## src/rtl/debounce_pkg.sv

```systemverilog
// Shared definitions for input-conditioning blocks: debounce FSM state
// encoding, default stability window and a counter-width helper.
package debounce_pkg;

  typedef enum logic [1:0] {
    IDLE_LO = 2'd0,
    CHK_HI  = 2'd1,
    IDLE_HI = 2'd2,
    CHK_LO  = 2'd3
  } deb_state_e;

  localparam int DEBOUNCE_CYCLES_DEF = 50000;

  // Width able to hold 0 .. n-1, never narrower than one bit.
  function automatic int cnt_width(input int n);
    int w;
    w = $clog2(n);
    return (w < 1) ? 1 : w;
  endfunction

endpackage

```

## src/rtl/button_debouncer_sync_2ff.sv

```systemverilog
// Generic single-bit two-flop synchroniser with asynchronous active-low
// reset to 0.
module sync_2ff (
  input  logic clk,
  input  logic rst_n,
  input  logic d_i,
  output logic q_o
);

  logic meta_q;
  logic sync_q;

  always_ff @(posedge clk or negedge rst_n) begin
    if (!rst_n) begin
      meta_q <= 1'b0;
      sync_q <= 1'b0;
    end else begin
      meta_q <= d_i;
      sync_q <= meta_q;
    end
  end

  assign q_o = sync_q;

endmodule

```

## src/rtl/button_debouncer.sv

```systemverilog
// Push-button debouncer: 2-FF synchroniser, four-state stability FSM,
// registered level with one-cycle rise/fall pulses. Define BTN_COUNT_EN to
// add the wrapping press counter (COUNT_W parameter and btn_count port).
module button_debouncer
  import debounce_pkg::*;
#(
  parameter int DEBOUNCE_CYCLES = DEBOUNCE_CYCLES_DEF
`ifdef BTN_COUNT_EN
  , parameter int COUNT_W = 8
`endif
) (
  input  logic clk,
  input  logic rst_n,
  input  logic btn_raw,
  output logic btn_level,
  output logic btn_rise,
  output logic btn_fall
`ifdef BTN_COUNT_EN
  , output logic [COUNT_W-1:0] btn_count
`endif
);

  localparam int CNT_W = cnt_width(DEBOUNCE_CYCLES);
  localparam logic [CNT_W-1:0] CNT_MAX = CNT_W'(DEBOUNCE_CYCLES - 1);

  logic             sync_q;
  deb_state_e       state_q, state_d;
  logic [CNT_W-1:0] stab_cnt_q, stab_cnt_d;
  logic             level_q, level_d;
  logic             rise_q, rise_d;
  logic             fall_q, fall_d;

  sync_2ff u_sync (
    .clk   (clk),
    .rst_n (rst_n),
    .d_i   (btn_raw),
    .q_o   (sync_q)
  );

  always_ff @(posedge clk or negedge rst_n) begin
    if (!rst_n) begin
      state_q    <= IDLE_LO;
      stab_cnt_q <= '0;
    end else begin
      state_q    <= state_d;
      stab_cnt_q <= stab_cnt_d;
    end
  end

  // Counter restarts from 0 whenever the check is entered or abandoned.
  always_comb begin
    state_d    = state_q;
    stab_cnt_d = '0;
    case (state_q)
      IDLE_LO: begin
        if (sync_q) state_d = CHK_HI;
      end
      CHK_HI: begin
        if (!sync_q)                    state_d = IDLE_LO;
        else if (stab_cnt_q == CNT_MAX) state_d = IDLE_HI;
        else                            stab_cnt_d = stab_cnt_q + CNT_W'(1);
      end
      IDLE_HI: begin
        if (!sync_q) state_d = CHK_LO;
      end
      CHK_LO: begin
        if (sync_q)                     state_d = IDLE_HI;
        else if (stab_cnt_q == CNT_MAX) state_d = IDLE_LO;
        else                            stab_cnt_d = stab_cnt_q + CNT_W'(1);
      end
      default: state_d = IDLE_LO;
    endcase
  end

  // Level follows the accepted state; pulses mark the cycle the level flips.
  always_comb begin
    level_d = (state_q == IDLE_HI) || (state_q == CHK_LO);
    rise_d  = level_d & ~level_q;
    fall_d  = ~level_d & level_q;
  end

  always_ff @(posedge clk or negedge rst_n) begin
    if (!rst_n) begin
      level_q <= 1'b0;
      rise_q  <= 1'b0;
      fall_q  <= 1'b0;
    end else begin
      level_q <= level_d;
      rise_q  <= rise_d;
      fall_q  <= fall_d;
    end
  end

  assign btn_level = level_q;
  assign btn_rise  = rise_q;
  assign btn_fall  = fall_q;

`ifdef BTN_COUNT_EN
  logic [COUNT_W-1:0] count_q;

  always_ff @(posedge clk or negedge rst_n) begin
    if (!rst_n)      count_q <= '0;
    else if (rise_d) count_q <= count_q + COUNT_W'(1);
  end

  assign btn_count = count_q;
`endif

endmodule

```

## config.mk

```make
export PLATFORM = sky130hd
export DESIGN_NAME = button_debouncer
export DESIGN_NICKNAME = d
export VERILOG_FILES = /design/src/rtl/debounce_pkg.sv /design/src/rtl/button_debouncer_sync_2ff.sv /design/src/rtl/button_debouncer.sv
export SDC_FILE = /design/constraint.sdc
export NUM_CORES = 1
export LEC_CHECK = 0
export ABC_AREA = 1
export CAP_MARGIN = 20
export CORE_MARGIN = 1.5
export CORE_UTILIZATION = 45
export CTS_CLUSTER_DIAMETER = 100
export CTS_CLUSTER_SIZE = 10
export DETAILED_ROUTE_END_ITERATION = 16
export DONT_BUFFER_PORTS = 1
export PLACE_DENSITY = 0.58
export SYNTH_ARGS = -nofsm -noshare
export SYNTH_HDL_FRONTEND = slang
export SYNTH_HIERARCHICAL = 1
export SYNTH_SLANG_ARGS = --single-unit
```

## constraint.sdc

```tcl
create_clock -name clk -period 1.6 [get_ports clk]
set_input_delay 0.24 -clock clk [delete_from_list [all_inputs] [get_ports clk]]
set_output_delay 0.24 -clock clk [all_outputs]
set_load 0.02 [all_outputs]
```

==> results.cfg <==
[grt]
grtUsageMet3_pct = 2.542
grt_util_all_layers_pct = 17.80
grtUsageMet1_pct = 23.37
use_met2_pct = 26.95
first_global_vias = 785
antenna_found_initial = 0
top_usage_layer = met2
grt_first_pass_wirelength_um = 3532
grt.overflow.total = 0
grt_max_degree = 24

[outcome]
status = finished, final reports clean

[clock_network]
htreeDepth = 1
cts.sinks = 23
clock_latency_ns = 0.31
cts.clk_slew.worst_paths_ns = 0.13
cts_made_buffers = 3
clockBufferDepth = 2
cts_root_buf = clkbuf_4
tritoncts = done

[yosys]
synth_top_area_cell = dfrtp_1
yosysTopAreaCellShare_pct = 50.38
synthTopCellsByArea = dfrtp_1 (50%), nand2_1 (13%), nor2_1 (12%), inv_1 (5.9%), nand3_1 (3.5%)
synth_warnings = 6
yosysSeqAreaShare_pct = 50.38
avgSynthCellArea_sq_um = 7.667
ys_ff_latch = 23
syn_area_sq_um = 1142
synth_fp_nets = 153
synth_cells = 149
synth_cell_types = 17

[placed_design]
place_area_sq_um = 1186
dp_slack_ns = 0.03621
place_congestion = 0.8465
dp.cells = 180
port_buffers = 0
hpwl_um = 1592

[floorplan]
start_util_pct = 46.97
dieArea_sq_um = 2850
die_h_um = 53.39
dieWidth_um = 53.39
fp-row-count = 18
coreArea_sq_um = 2432
io_pins = 6

[detailed_routing]
first_pass_iters = 4
route.detailed.drc = 0
drtAntennaViolNets = 0
drt-vias-per-instance = 4.866
wl_um = 2211
wl_per_cell_um = 11.82
drt-initial-drc-count = 27
num_vias = 910

[power_and_ir_drop]
leakagePower_nw = 0.5369
sequentialPowerShare_pct = 64.6
p_switching_mw = 0.2148
intPower_mw = 0.7005
clock_power_share_pct = 30.2
p_sw_share_pct = 23.47
combPwrFrac_pct = 5.2
vdd_ir_drop_max_v = 0.0004669
powerDensity_nw_per_um2 = 720.0
power_mw = 0.9152

[setup_path]
crit_arrival_ns = 1.72
cp_slowest_cell = dfrtp_1
start_kind = flop
crit_type = reg -> reg
rr_worst_depth = 7
crit_start = stab_cnt_q[0]$_DFF_PN0_
cpPeakStageDelay_ns = 0.42
required_ns = 1.86
crit_path_end_kind = flop
worstPathMaxFanout = 4
regToRegStartpoint = stab_cnt_q[0]$_DFF_PN0_
crit_path_cell_trace = ha_2, inv_1, nor2_4, nand3_1, o21ai_0, nand2_1, nor2_2

[sta]
clock_skew_ns = 0.004227
tightest_slew_ns = 0.3829
fin_crit_ns = 1.460
worst_slack_ns = 0.1404
drv_slew = 0
finalHoldWorstSlack_ns = 0.2568
rsz0062_at_grt = false
fmax_ghz = 0.6851
maxSlewHeadroom_pct = 74.39
setup_viol = 0
report.final.hold_viol_count = 0
period_share_pct = 91.23
tns_ns = 0

[finish]
layout-drive-gt1-share_pct = 7.643
stdcell_count = 187
n_antenna_cell = 0
areaGrowthSynthToFinish_pct = 11.28
final_cell_area_sq_um = 1271
fill_cells = 227
final_nets = 162
final_util_pct = 52.26

[flow_run]
cap_violations = 0

[min_path]
hp-class = in -> async
path summary, 6_finish.rpt:
| path | end | slack [ns] |
|---|---|---|
| max | stab_cnt_q[14]$_DFF_PN0_ | 0.14 |
| min | stab_cnt_q[11]$_DFF_PN0_ | 0.26 |
| max reg2reg | stab_cnt_q[14]$_DFF_PN0_ | 0.14 |
| min reg2reg | u_sync/q_o$_DFF_PN0_ | 0.37 |
| max in group asynchronous | stab_cnt_q[0]$_DFF_PN0_ | 0.93 |
| min in group clk | u_sync/q_o$_DFF_PN0_ | 0.37 |
layout by cell type, fill, tap and decap left out:
cell type / count
nor2_4: 1
clkinv_2: 1
xor2_1: 4
ha_2: 1
nand4_1: 3
nor2_2: 1
buf_16: 1
inv_2: 1
o21bai_1: 2
dfrtp_1: 23
nor3_1: 3
nand3_1: 8
buf_4: 2
dlygate4sd3_1: 2
a21oi_1: 3
inv_1: 18
nand2_1: 39
xnor2_1: 2
o21ai_0: 2
clkbuf_4: 3
nor2_1: 36
a21oi_4: 1
repair_timing:
item / 4_1_cts / 5_1_grt
setup endpoints to repair: 0 / 4
hold buffers: 2 / 0
gates resized for setup: 0 / 3
buffers inserted: 0 / 0
endpoints found under the hold margin: 24 / 0
worst max-delay path, delay by kind of cell (launching register included):
kind / cells / cell delay, ns
AO/OA/AOI/OAI: 1 / 0.19
AND/OR/NAND/NOR: 4 / 0.47
flip-flops: 1 / 0.42
buffers and inverters: 1 / 0.09
adder cells (fa/ha/maj): 1 / 0.23
power by group through the flow:
stage,logic (mW),clock network (mW),registers [mW]
final,0.0472,0.276,0.592
after global routing,0.0534,0.316,0.593
after CTS,0.0401,0.286,0.592
after detailed placement,0.0244,0,0.603
after global placement,0.0250,0,0.603
after floorplan,0.0169,0,0.602
cell type report:
type	count	area (sq um)	area share (%)
Sequential cell	23	575.6	45.28
Multi-Input combinational cell	106	496.7	39.07
Inverter	19	71.32	5.610
Timing Repair Buffer	5	62.56	4.921
Tap cell	30	37.54	2.953
Clock buffer	3	22.52	1.772
Clock inverter	1	5.005	0.3937
kinds of logic after synthesis:
| group | after synthesis | share of synthesized area (%) |
|---|---|---|
| fa+ha+maj | 1 | 1.095 |
| flops | 23 | 50.38 |
| simple gates | 91 | 31.98 |
| xor+xnor | 6 | 4.600 |
| buf+inv | 20 | 7.009 |
| compound gates | 8 | 4.928 |
flip-flops by register name, summed over array words and instances (netlist names), named ones only:
signal / flops
state_q: 1
btn_rise: 1
u_sync/meta_q: 1
btn_fall: 1
stab_cnt_q: 16
btn_level: 1
u_sync/q_o: 1
synthesized netlist by cell type:
library cell / instances
nor3_1: 3
ha_1: 1
nand2_1: 39
xnor2_1: 2
a21oi_4: 1
inv_2: 1
dfrtp_1: 23
xor2_1: 4
o21bai_1: 2
nand4_1: 3
nor2_2: 1
nor2_1: 37
dlygate4sd1_1: 1
o21ai_0: 2
nand3_1: 8
a21oi_1: 3
inv_1: 18
metal layers:
metal,vias up,part of all wire [%]
li1,473,-
met1,417,49
met2,16,48
met3,4,2.0
met4,0,1.3
met5,-,0
No activity file was read; power rests on OpenSTA's default activity.
